$ cat config.mk
export PLATFORM = sky130hd
export DESIGN_NAME = signed_divider_adapter_flat
export DESIGN_NICKNAME = d
export VERILOG_FILES = /design/src/rtl/signed_divider_adapter_if.sv /design/src/rtl/signed_divider_adapter.sv /design/src/flat_wrapper.sv
export SDC_FILE = /design/constraint.sdc
export NUM_CORES = 1
export LEC_CHECK = 0
export CAP_MARGIN = 40
export CORE_ASPECT_RATIO = 1.5
export CORE_MARGIN = 3
export CORE_UTILIZATION = 30
export CTS_CLUSTER_DIAMETER = 150
export DETAILED_ROUTE_END_ITERATION = 10
export DONT_BUFFER_PORTS = 1
export PLACE_DENSITY = 0.51
export SYNTH_ARGS = -nofsm -noshare
export SYNTH_HDL_FRONTEND = slang
export SYNTH_SLANG_ARGS = --single-unit
export TNS_END_PERCENT = 30
$ cat constraint.sdc
create_clock -name clk_i -period 6.55 [get_ports clk_i]
set_input_delay 1.965 -clock clk_i [delete_from_list [all_inputs] [get_ports clk_i]]
set_output_delay 1.965 -clock clk_i [all_outputs]
set_load 0.05 [all_outputs]
$ cat src/rtl/signed_divider_adapter_if.sv
// Handshake and data bundle between the signed divider adapter, its operand
// producer, result consumer and the unsigned divider core.
interface signed_divider_adapter_if #(
    parameter int DATA_WIDTH = 16
);
    logic                  op_valid_i;
    logic                  op_ready_o;
    logic [DATA_WIDTH-1:0] dividend_i;
    logic [DATA_WIDTH-1:0] divisor_i;
    logic                  signed_i;
    logic [DATA_WIDTH-1:0] core_dividend_o;
    logic [DATA_WIDTH-1:0] core_divisor_o;
    logic                  core_valid_o;
    logic                  core_idle_i;
    logic [DATA_WIDTH-1:0] core_quotient_i;
    logic [DATA_WIDTH-1:0] core_remainder_i;
    logic                  core_valid_i;
    logic                  result_valid_o;
    logic                  result_ready_i;
    logic [DATA_WIDTH-1:0] quotient_o;
    logic [DATA_WIDTH-1:0] remainder_o;
    logic                  divide_by_zero_o;
    logic                  overflow_o;

    modport slave (
        input  op_valid_i, dividend_i, divisor_i, signed_i,
        input  core_idle_i, core_quotient_i, core_remainder_i, core_valid_i,
        input  result_ready_i,
        output op_ready_o, core_dividend_o, core_divisor_o, core_valid_o,
        output result_valid_o, quotient_o, remainder_o, divide_by_zero_o, overflow_o
    );

    modport master (
        output op_valid_i, dividend_i, divisor_i, signed_i,
        output core_idle_i, core_quotient_i, core_remainder_i, core_valid_i,
        output result_ready_i,
        input  op_ready_o, core_dividend_o, core_divisor_o, core_valid_o,
        input  result_valid_o, quotient_o, remainder_o, divide_by_zero_o, overflow_o
    );
endinterface

$ cat src/rtl/signed_divider_adapter.sv
// Signed front/back end around the unsigned iterative divider core: magnitude
// conversion and special-case resolution on entry, sign correction on exit.
module signed_divider_adapter #(
    parameter int DATA_WIDTH = 16
) (
    input  logic                    clk_i,
    input  logic                    rst_n_i,
    input  logic                    clk_en_i,
    signed_divider_adapter_if.slave bus
);
    localparam logic [DATA_WIDTH-1:0] MIN_VAL  = {1'b1, {(DATA_WIDTH-1){1'b0}}};
    localparam logic [DATA_WIDTH-1:0] ALL_ONES = '1;

    typedef enum logic [2:0] {IDLE, ISSUE, WAIT, FIXUP, RESULT} state_t;

    function automatic logic [DATA_WIDTH-1:0] negate(input logic [DATA_WIDTH-1:0] x);
        return ~x + 1'b1;
    endfunction

    // |MIN| wraps back to MIN, which is exactly 2^(N-1) read as unsigned.
    function automatic logic [DATA_WIDTH-1:0] magnitude(input logic signed [DATA_WIDTH-1:0] x,
                                                        input logic                         is_signed);
        return (is_signed && x[DATA_WIDTH-1]) ? negate(x) : x;
    endfunction

    state_t                state_q, state_d;
    logic                  quot_neg_q, quot_neg_d;
    logic                  rem_neg_q, rem_neg_d;
    logic [DATA_WIDTH-1:0] core_dividend_q, core_dividend_d;
    logic [DATA_WIDTH-1:0] core_divisor_q, core_divisor_d;
    logic                  core_valid_q, core_valid_d;
    logic [DATA_WIDTH-1:0] core_quot_q, core_quot_d;
    logic [DATA_WIDTH-1:0] core_rem_q, core_rem_d;
    logic [DATA_WIDTH-1:0] quotient_q, quotient_d;
    logic [DATA_WIDTH-1:0] remainder_q, remainder_d;
    logic                  dbz_q, dbz_d;
    logic                  ovf_q, ovf_d;
    logic                  result_valid_q, result_valid_d;

    logic signed [DATA_WIDTH-1:0] op_a, op_b;
    logic        [DATA_WIDTH-1:0] mag_a, mag_b;

    assign op_a  = bus.dividend_i;
    assign op_b  = bus.divisor_i;
    assign mag_a = magnitude(op_a, bus.signed_i);
    assign mag_b = magnitude(op_b, bus.signed_i);

    always_comb begin
        state_d         = state_q;
        quot_neg_d      = quot_neg_q;
        rem_neg_d       = rem_neg_q;
        core_dividend_d = core_dividend_q;
        core_divisor_d  = core_divisor_q;
        core_valid_d    = 1'b0;
        core_quot_d     = core_quot_q;
        core_rem_d      = core_rem_q;
        quotient_d      = quotient_q;
        remainder_d     = remainder_q;
        dbz_d           = dbz_q;
        ovf_d           = ovf_q;
        result_valid_d  = result_valid_q;

        case (state_q)
            IDLE: begin
                if (bus.op_valid_i) begin
                    quot_neg_d = bus.signed_i & (op_a[DATA_WIDTH-1] ^ op_b[DATA_WIDTH-1]);
                    rem_neg_d  = bus.signed_i & op_a[DATA_WIDTH-1];
                    dbz_d      = 1'b0;
                    ovf_d      = 1'b0;
                    if (bus.divisor_i == '0) begin
                        quotient_d     = ALL_ONES;
                        remainder_d    = bus.dividend_i;
                        dbz_d          = 1'b1;
                        result_valid_d = 1'b1;
                        state_d        = RESULT;
                    end else if (bus.signed_i && bus.dividend_i == MIN_VAL &&
                                 bus.divisor_i == ALL_ONES) begin
                        quotient_d     = MIN_VAL;
                        remainder_d    = '0;
                        ovf_d          = 1'b1;
                        result_valid_d = 1'b1;
                        state_d        = RESULT;
                    end else if (mag_a < mag_b) begin
                        // The core cannot handle a dividend smaller than the divisor.
                        quotient_d     = '0;
                        remainder_d    = bus.dividend_i;
                        result_valid_d = 1'b1;
                        state_d        = RESULT;
                    end else begin
                        core_dividend_d = mag_a;
                        core_divisor_d  = mag_b;
                        state_d         = ISSUE;
                    end
                end
            end
            ISSUE: begin
                if (bus.core_idle_i) begin
                    core_valid_d = 1'b1;
                    state_d      = WAIT;
                end
            end
            WAIT: begin
                if (bus.core_valid_i) begin
                    core_quot_d = bus.core_quotient_i;
                    core_rem_d  = bus.core_remainder_i;
                    state_d     = FIXUP;
                end
            end
            FIXUP: begin
                quotient_d     = quot_neg_q ? negate(core_quot_q) : core_quot_q;
                remainder_d    = rem_neg_q ? negate(core_rem_q) : core_rem_q;
                result_valid_d = 1'b1;
                state_d        = RESULT;
            end
            RESULT: begin
                if (bus.result_ready_i) begin
                    result_valid_d = 1'b0;
                    state_d        = IDLE;
                end
            end
            default: state_d = IDLE;
        endcase
    end

    always_ff @(posedge clk_i or negedge rst_n_i) begin
        if (!rst_n_i) begin
            state_q         <= IDLE;
            quot_neg_q      <= 1'b0;
            rem_neg_q       <= 1'b0;
            core_dividend_q <= '0;
            core_divisor_q  <= '0;
            core_valid_q    <= 1'b0;
            core_quot_q     <= '0;
            core_rem_q      <= '0;
            quotient_q      <= '0;
            remainder_q     <= '0;
            dbz_q           <= 1'b0;
            ovf_q           <= 1'b0;
            result_valid_q  <= 1'b0;
        end else if (clk_en_i) begin
            state_q         <= state_d;
            quot_neg_q      <= quot_neg_d;
            rem_neg_q       <= rem_neg_d;
            core_dividend_q <= core_dividend_d;
            core_divisor_q  <= core_divisor_d;
            core_valid_q    <= core_valid_d;
            core_quot_q     <= core_quot_d;
            core_rem_q      <= core_rem_d;
            quotient_q      <= quotient_d;
            remainder_q     <= remainder_d;
            dbz_q           <= dbz_d;
            ovf_q           <= ovf_d;
            result_valid_q  <= result_valid_d;
        end
    end

    assign bus.op_ready_o       = (state_q == IDLE);
    assign bus.core_dividend_o  = core_dividend_q;
    assign bus.core_divisor_o   = core_divisor_q;
    assign bus.core_valid_o     = core_valid_q;
    assign bus.result_valid_o   = result_valid_q;
    assign bus.quotient_o       = quotient_q;
    assign bus.remainder_o      = remainder_q;
    assign bus.divide_by_zero_o = dbz_q;
    assign bus.overflow_o       = ovf_q;
endmodule

$ cat src/flat_wrapper.sv
// flat-port wrapper written by rule: the top's interface ports become plain ports
module signed_divider_adapter_flat 
#(
    parameter int DATA_WIDTH = 16
)
  (clk_i, rst_n_i, clk_en_i, bus_op_valid_i, bus_dividend_i, bus_divisor_i, bus_signed_i, bus_core_idle_i, bus_core_quotient_i, bus_core_remainder_i, bus_core_valid_i, bus_result_ready_i, bus_op_ready_o, bus_core_dividend_o, bus_core_divisor_o, bus_core_valid_o, bus_result_valid_o, bus_quotient_o, bus_remainder_o, bus_divide_by_zero_o, bus_overflow_o);
  signed_divider_adapter_if #(.DATA_WIDTH(DATA_WIDTH)) bus_i ();
  input  logic clk_i;
  input  logic rst_n_i;
  input  logic clk_en_i;
  input wire logic [$bits(bus_i.op_valid_i)-1:0] bus_op_valid_i;
  input wire logic [$bits(bus_i.dividend_i)-1:0] bus_dividend_i;
  input wire logic [$bits(bus_i.divisor_i)-1:0] bus_divisor_i;
  input wire logic [$bits(bus_i.signed_i)-1:0] bus_signed_i;
  input wire logic [$bits(bus_i.core_idle_i)-1:0] bus_core_idle_i;
  input wire logic [$bits(bus_i.core_quotient_i)-1:0] bus_core_quotient_i;
  input wire logic [$bits(bus_i.core_remainder_i)-1:0] bus_core_remainder_i;
  input wire logic [$bits(bus_i.core_valid_i)-1:0] bus_core_valid_i;
  input wire logic [$bits(bus_i.result_ready_i)-1:0] bus_result_ready_i;
  output wire logic [$bits(bus_i.op_ready_o)-1:0] bus_op_ready_o;
  output wire logic [$bits(bus_i.core_dividend_o)-1:0] bus_core_dividend_o;
  output wire logic [$bits(bus_i.core_divisor_o)-1:0] bus_core_divisor_o;
  output wire logic [$bits(bus_i.core_valid_o)-1:0] bus_core_valid_o;
  output wire logic [$bits(bus_i.result_valid_o)-1:0] bus_result_valid_o;
  output wire logic [$bits(bus_i.quotient_o)-1:0] bus_quotient_o;
  output wire logic [$bits(bus_i.remainder_o)-1:0] bus_remainder_o;
  output wire logic [$bits(bus_i.divide_by_zero_o)-1:0] bus_divide_by_zero_o;
  output wire logic [$bits(bus_i.overflow_o)-1:0] bus_overflow_o;
  assign bus_i.op_valid_i = bus_op_valid_i;
  assign bus_i.dividend_i = bus_dividend_i;
  assign bus_i.divisor_i = bus_divisor_i;
  assign bus_i.signed_i = bus_signed_i;
  assign bus_i.core_idle_i = bus_core_idle_i;
  assign bus_i.core_quotient_i = bus_core_quotient_i;
  assign bus_i.core_remainder_i = bus_core_remainder_i;
  assign bus_i.core_valid_i = bus_core_valid_i;
  assign bus_i.result_ready_i = bus_result_ready_i;
  assign bus_op_ready_o = bus_i.op_ready_o;
  assign bus_core_dividend_o = bus_i.core_dividend_o;
  assign bus_core_divisor_o = bus_i.core_divisor_o;
  assign bus_core_valid_o = bus_i.core_valid_o;
  assign bus_result_valid_o = bus_i.result_valid_o;
  assign bus_quotient_o = bus_i.quotient_o;
  assign bus_remainder_o = bus_i.remainder_o;
  assign bus_divide_by_zero_o = bus_i.divide_by_zero_o;
  assign bus_overflow_o = bus_i.overflow_o;
  signed_divider_adapter #(.DATA_WIDTH(DATA_WIDTH)) u_core (.clk_i(clk_i), .rst_n_i(rst_n_i), .clk_en_i(clk_en_i), .bus(bus_i));
endmodule
Yosys cells after proc, flatten, opt, wreduce, memory -nomap -nowiden
Index checks and enable logic that the tools add are counted.

word-level totals
  bits of input ports = 72
  output and inout bits = 69
  memories = 0
  memory bits (read-only) = 0
  register bits = 105
  memory bits (writable) = 0
  latch bits = 0
  word-level logic and storage cells = 86

cells by class
  order comparisons = 1
  $add $sub $neg = 4
  bitwise gates (word level) = 10
  reduce and logical (&&, ||, !) cells = 14
  multipliers = 0
  multiplexer cells = 33
  equal/unequal tests = 11
  shifts and indexed selects = 0
  divide/modulo/power cells = 0

operators with widths
  operator                                                          number
  16-bit 2-to-1 mux                                                 12
  16-bit by 1-bit adder with 16-bit output (second input constant)  4
  16-bit inverter                                                   4
  16-bit case mux with 2 select lines                               2
  16-bit == test (second input constant)                            2
  3-bit 2-to-1 mux                                                  7
  16-bit zero test                                                  1
  16-bit less-than comparator                                       1
  3-bit case mux with 5 select lines                                1
  1-bit 2-to-1 mux                                                  10
  5-bit AND reduction                                               2
  2-bit != test (second input constant)                             4
  3-bit by 2-bit == test with 1-bit output (second input constant)  2
  3-bit AND reduction                                               2
  6-bit AND reduction                                               1
  1-bit logical AND                                                 4
  4-bit by 1-bit != test with 1-bit output (second input constant)  1
  4-bit AND reduction                                               1
  3-bit by 1-bit == test with 1-bit output (second input constant)  1
  3-bit == test (second input constant)                             1
  3-bit zero test                                                   1
  1-bit inverter                                                    3
  1-bit case mux with 3 select lines                                1
  3-bit nonzero test                                                1
  other kinds (3)                                                   4

Logic depth before layout (Yosys ltp)
  depth in word-level cells = 9
  depth in mapped cells = 14
  gate-level depth less buffers = 13

Least setup slack after synthesis
No wires, ideal clock.

  path kind = input to register
  start = input bus_divisor_i[2]
  end = register u_core.core_dividend_q[12], in the netlist u_core.bus.core_dividend_o[12]
  data required time = 6.425 ns
  cell stages on the path = 14
  buffers on the path = 2
  setup time = 0.125 ns
  slack = 1.099 ns
  arrival = 5.326 ns
  cells stage by stage = clkbuf_1 -> or4_1 -> nor3_1 -> nand2_1 -> o31ai_1 -> xor2_1 -> ha_1 -> nand4_1 -> or4_1 -> a211o_1 -> nand3_1 -> nand4_1 -> buf_2 -> mux2_2

between the ends
  cells in the longest elaborated chain, start to end = 6
  elaborated cells on any way between the ends = 11
  classes of those cells = add/sub (1); order compare (1); eq/ne (1); mux (1); bitwise (4); reduce/logical (3)

ends and longest elaborated chain
  item                                      line                           RTL
  from (decl)                               flat_wrapper.sv:13             input wire logic [$bits(bus_i.divisor_i)-1:0] bus_divisor_i;
  16-bit inverter                           signed_divider_adapter.sv:17   return ~x + 1'b1;
  16-bit by 1-bit adder with 16-bit output  signed_divider_adapter.sv:17
  16-bit 2-to-1 mux                         signed_divider_adapter.sv:23   return (is_signed && x[DATA_WIDTH-1]) ? negate(x) : x;
  16-bit less-than comparator               signed_divider_adapter.sv:83   end else if (mag_a < mag_b) begin
  1-bit inverter (no source line)           --
  6-bit AND reduction (no source line) (*)  --
  to (signal assigned)                      signed_divider_adapter.sv:144  core_dividend_q <= core_dividend_d;
  to (decl)                                 signed_divider_adapter.sv:29   logic [DATA_WIDTH-1:0] core_dividend_q, core_dividend_d;

Every way passes the cells marked *; elsewhere a longest branch is shown, timed or not.
A chain may end at the register's enable or synchronous reset.

Worst setup path in the final report
  start = input bus_divisor_i[0]
  end = register u_core.core_dividend_q[10], in the netlist u_core.bus.core_dividend_o[10]

Same word-level chain as after synthesis.

==> results.yml <==
finish:
  drive_gt1_share_pct: 17.1
  multi_input_comb_area_um2: 3140
  mostFrequentLayoutCell: "sky130_fd_sc_hd__dfrtp_1"
  syn2layout_area_growth_pct: 9.60
  final.fill_count: 1978
  post_route_insts_no_fill: 829
  design.final.nets: 660
  antennaDiodeCount: 0
  commonest_cells_after_routing_fill_and_taps_aside: "sky130_fd_sc_hd__dfrtp_1, sky130_fd_sc_hd__mux2_2, sky130_fd_sc_hd__nand2_1, sky130_fd_sc_hd__o21ai_0, sky130_fd_sc_hd__xor2_1"
  final-seq-area_um2: 2630
grt:
  globalRoute.totalOverflow: 0
  initial_antenna_violation_count: 0
  grt_pass1_wl_mm: 25.7
  globalRouteTotalUtil_pct: 15.4
  maximum_number_of_pins_on_one_net_before_global_route_repair: 106
  first_global_vias: 4652
sta:
  setup_violations: 0
  tightest_slew_ns: 0.716
  hold_slack_ns: 0.537
  layout_worst_path_cycle_share_pct: 83.7
  setup_tns_ns: 0
  slew_viol_final: 0
  finalCriticalPeriod_ns: 5.48
  post-route-worst-setup-slack_ns: 1.07
  clock_skew_ns: 0.00705
  rsz_0062_raised_after_global_routing: "no"
  fmaxAchievable_mhz: 182
  final-hold-violation-count: 0
  max_slew_margin_pct: 52.1
worst_hold_path:
  hold_path.class: "flip-flop to flip-flop"
clock_network:
  register_clock_pin_slew_on_the_reported_worst_setup_and_hold_paths_ns: 0.08
  post_cts_buffers: 0
  cts_tree: "built"
  post_cts_resized: 0
  ctsHoldBuffers: 0
  cts.htree.levels: 3
  cts_max_path_buffers: 2
  cts-buffers-inserted: 9
  clock_sinks: 105
  cts_root_buf: "sky130_fd_sc_hd__clkbuf_16"
  clock_insertion_delay_worst_skew_ns: 0.36
yosys:
  synthesis.area_per_instance_um2: 10.4
  syn-num-nets: 666
  synth-main-ff-cell: "sky130_fd_sc_hd__dfrtp_1"
  synthDistinctLibCells: 46
  syn-instance-count: 574
  synth_enable_flop_cells: 0
  yosys_register_bits: 105
  synth.yosys.seq_area_share_pct: 43.9
  synth-warning-count: 0
  synth-async-reset-ratio_pct: 100
  netlist_area_um2: 5980
critical_path:
  crit_arrival_ns: 5.73
  worst-setup-path-type: "primary input to flip-flop"
  cp-start-kind: "primary input"
  critical_path_peak_fanout: 32
  cp_data_required_time_ns: 6.79
  cp-end-kind: "flip-flop"
power:
  static-leakage-power_nw: 2.90
  worst_ir_drop_vdd_mv: 0.242
  p_total_mw: 3.44
  power.sequential.fraction_pct: 57.4
  share_clk_of_total_power_pct: 16.1
  power_density_nw_per_um2: 524
  share_comb_of_total_power_pct: 26.5
  p_sw_share_pct: 51.0
  switchingPower_mw: 1.75
  cell_internal_pwr_mw: 1.68
detailed_routing:
  dr_total_vias: 4322
  route.detailed.vias_per_inst: 5.21
  ant_nets: 0
  firstDrtPassIters: 6
  drcViolationCount: 0
  drt-wirelength-per-cell_um: 19.8
  drt_wl_total_mm: 16.4
  drtIter0Drc: 161
flow_run:
  max_cap_violations: 0
place:
  buffer_ports.inserted: 0
  detailed_place_hpwl_mm: 12.7
  pre_cts_ws_ns: 0.720
  placed_cells: 813
  place.gp.congestion: 0.814
status:
  outcome: "finished clean"
die:
  floorplan.core_area_um2: 19400
  placement_rows: 62
  floorplan.die.height_um: 179
  die_area_um2: 21700
  die_x_um: 121
  initial_utilization_pct: 30.8
  floorplan.io_pins: 141
==> registers in the layout, summed over array words and instances (netlist names), 3 cells and up <==
register,count
u_core.bus.core_dividend_o,16
u_core.bus.core_divisor_o,16
u_core.bus.quotient_o,16
u_core.bus.remainder_o,16
u_core.core_quot_q,16
u_core.core_rem_q,16
u_core.state_q,3
==> cells in the mapped netlist (3+ instances only) <==
cell | count | share of area (%)
sky130_fd_sc_hd__dfrtp_1 | 105 | 44
sky130_fd_sc_hd__mux2_2 | 68 | 13
sky130_fd_sc_hd__nand2_1 | 56 | 3.5
sky130_fd_sc_hd__o21ai_0 | 44 | 3.7
sky130_fd_sc_hd__xor2_1 | 42 | 6.2
sky130_fd_sc_hd__a21oi_1 | 33 | 2.8
sky130_fd_sc_hd__inv_1 | 29 | 1.8
sky130_fd_sc_hd__ha_1 | 20 | 4.2
sky130_fd_sc_hd__mux2i_1 | 19 | 3.2
sky130_fd_sc_hd__nor2_1 | 17 | 1.1
sky130_fd_sc_hd__clkbuf_1 | 15 | 0.94
sky130_fd_sc_hd__nor3_1 | 14 | 1.2
sky130_fd_sc_hd__xnor2_1 | 13 | 1.9
sky130_fd_sc_hd__o31ai_1 | 12 | 1.5
sky130_fd_sc_hd__nand3_1 | 10 | 0.84
sky130_fd_sc_hd__mux2_1 | 9 | 1.7
sky130_fd_sc_hd__nand4_1 | 9 | 0.94
sky130_fd_sc_hd__nor4_1 | 5 | 0.52
sky130_fd_sc_hd__o41ai_1 | 5 | 0.73
sky130_fd_sc_hd__or3_1 | 4 | 0.42
sky130_fd_sc_hd__a31oi_1 | 3 | 0.31
sky130_fd_sc_hd__and2_1 | 3 | 0.31
sky130_fd_sc_hd__buf_2 | 3 | 0.25
sky130_fd_sc_hd__buf_6 | 3 | 0.56
sky130_fd_sc_hd__nand2b_1 | 3 | 0.31
sky130_fd_sc_hd__or4_1 | 3 | 0.38
==> kinds of logic (layout without fill, tap and decap cells) <==
family | Yosys count | count (layout) | synth area share, %
and+or+nand+nor | 135 | 135 | 11.1
AOI/OAI and AO/OA | 111 | 111 | 11.3
DFF | 105 | 105 | 43.9
muxes | 96 | 96 | 17.7
xor gates and xnor gates | 55 | 55 | 8.06
buffers and inverters | 52 | 51 | 3.70
adders and majority gates | 20 | 20 | 4.18
==> metal layers <==
layer | vias to the layer above | global-route usage (%) | share of wire (%)
met5 | - | 0 | 0
met4 | 0 | 5.98 | 2.6
met3 | 25 | 4.70 | 6.9
met2 | 144 | 28.2 | 53
met1 | 2120 | 16.5 | 37
li1 | 2033 | - | -
==> stage by stage <==
step | util [%] | area [um2]
floorplan | - | 5980
global placement | 32.1 | 6230
detailed placement | 32.2 | 6250
CTS | 33.8 | 6550
global route | 33.8 | 6550
finish | 33.8 | 6550
==> layout make-up <==
| class | count | share of cell area (%) |
|---|---|---|
| clock buffer | 9 | 3.44 |
| clock inverter | 7 | 1.20 |
| inverter | 29 | 1.66 |
| multi-input combinational | 417 | 47.9 |
| sequential | 105 | 40.1 |
| tap | 256 | 4.89 |
| timing repair buffer | 6 | 0.802 |
==> worst paths after layout <==
kind,to,slack (ns),startpoint,depth (start not counted)
max,u_core.bus.core_dividend_o[10],1.07,bus_divisor_i[0],14
min in group asynchronous,u_core.core_quot_q[10],1.29,rst_n_i,0
max in group asynchronous,u_core.bus.core_divisor_o[13],5.11,rst_n_i,0
min,u_core.core_rem_q[15],0.54,u_core.core_rem_q[15],1
max reg2reg,u_core.bus.remainder_o[9],3.92,u_core.state_q[1],6
min reg2reg,u_core.core_rem_q[15],0.54,u_core.core_rem_q[15],1
==> power by group through the flow <==
stage / combinational [mW] / clock (mW) / sequential (mW)
floorplan: 0.789 / 0 / 1.85
global placement: 0.883 / 0 / 1.99
detailed placement: 0.923 / 0 / 2.00
CTS: 0.928 / 0.577 / 1.99
global route: 1.03 / 0.607 / 2.03
finish: 0.912 / 0.552 / 1.97
==> critical path: stages <==
cell	delay, ns
sky130_fd_sc_hd__inv_1	0.08
sky130_fd_sc_hd__ha_1	0.26
sky130_fd_sc_hd__nor4b_1	0.37
sky130_fd_sc_hd__nand2_1	0.23
sky130_fd_sc_hd__o31ai_1	0.34
sky130_fd_sc_hd__xor2_1	0.13
sky130_fd_sc_hd__ha_1	0.32
sky130_fd_sc_hd__nand4_1	0.13
sky130_fd_sc_hd__or4_1	0.59
sky130_fd_sc_hd__a211o_1	0.28
sky130_fd_sc_hd__nand3_1	0.23
sky130_fd_sc_hd__nand4_1	0.13
sky130_fd_sc_hd__buf_4	0.29
sky130_fd_sc_hd__mux2_2	0.33
Note: power is estimated with default switching activity, not from simulation.
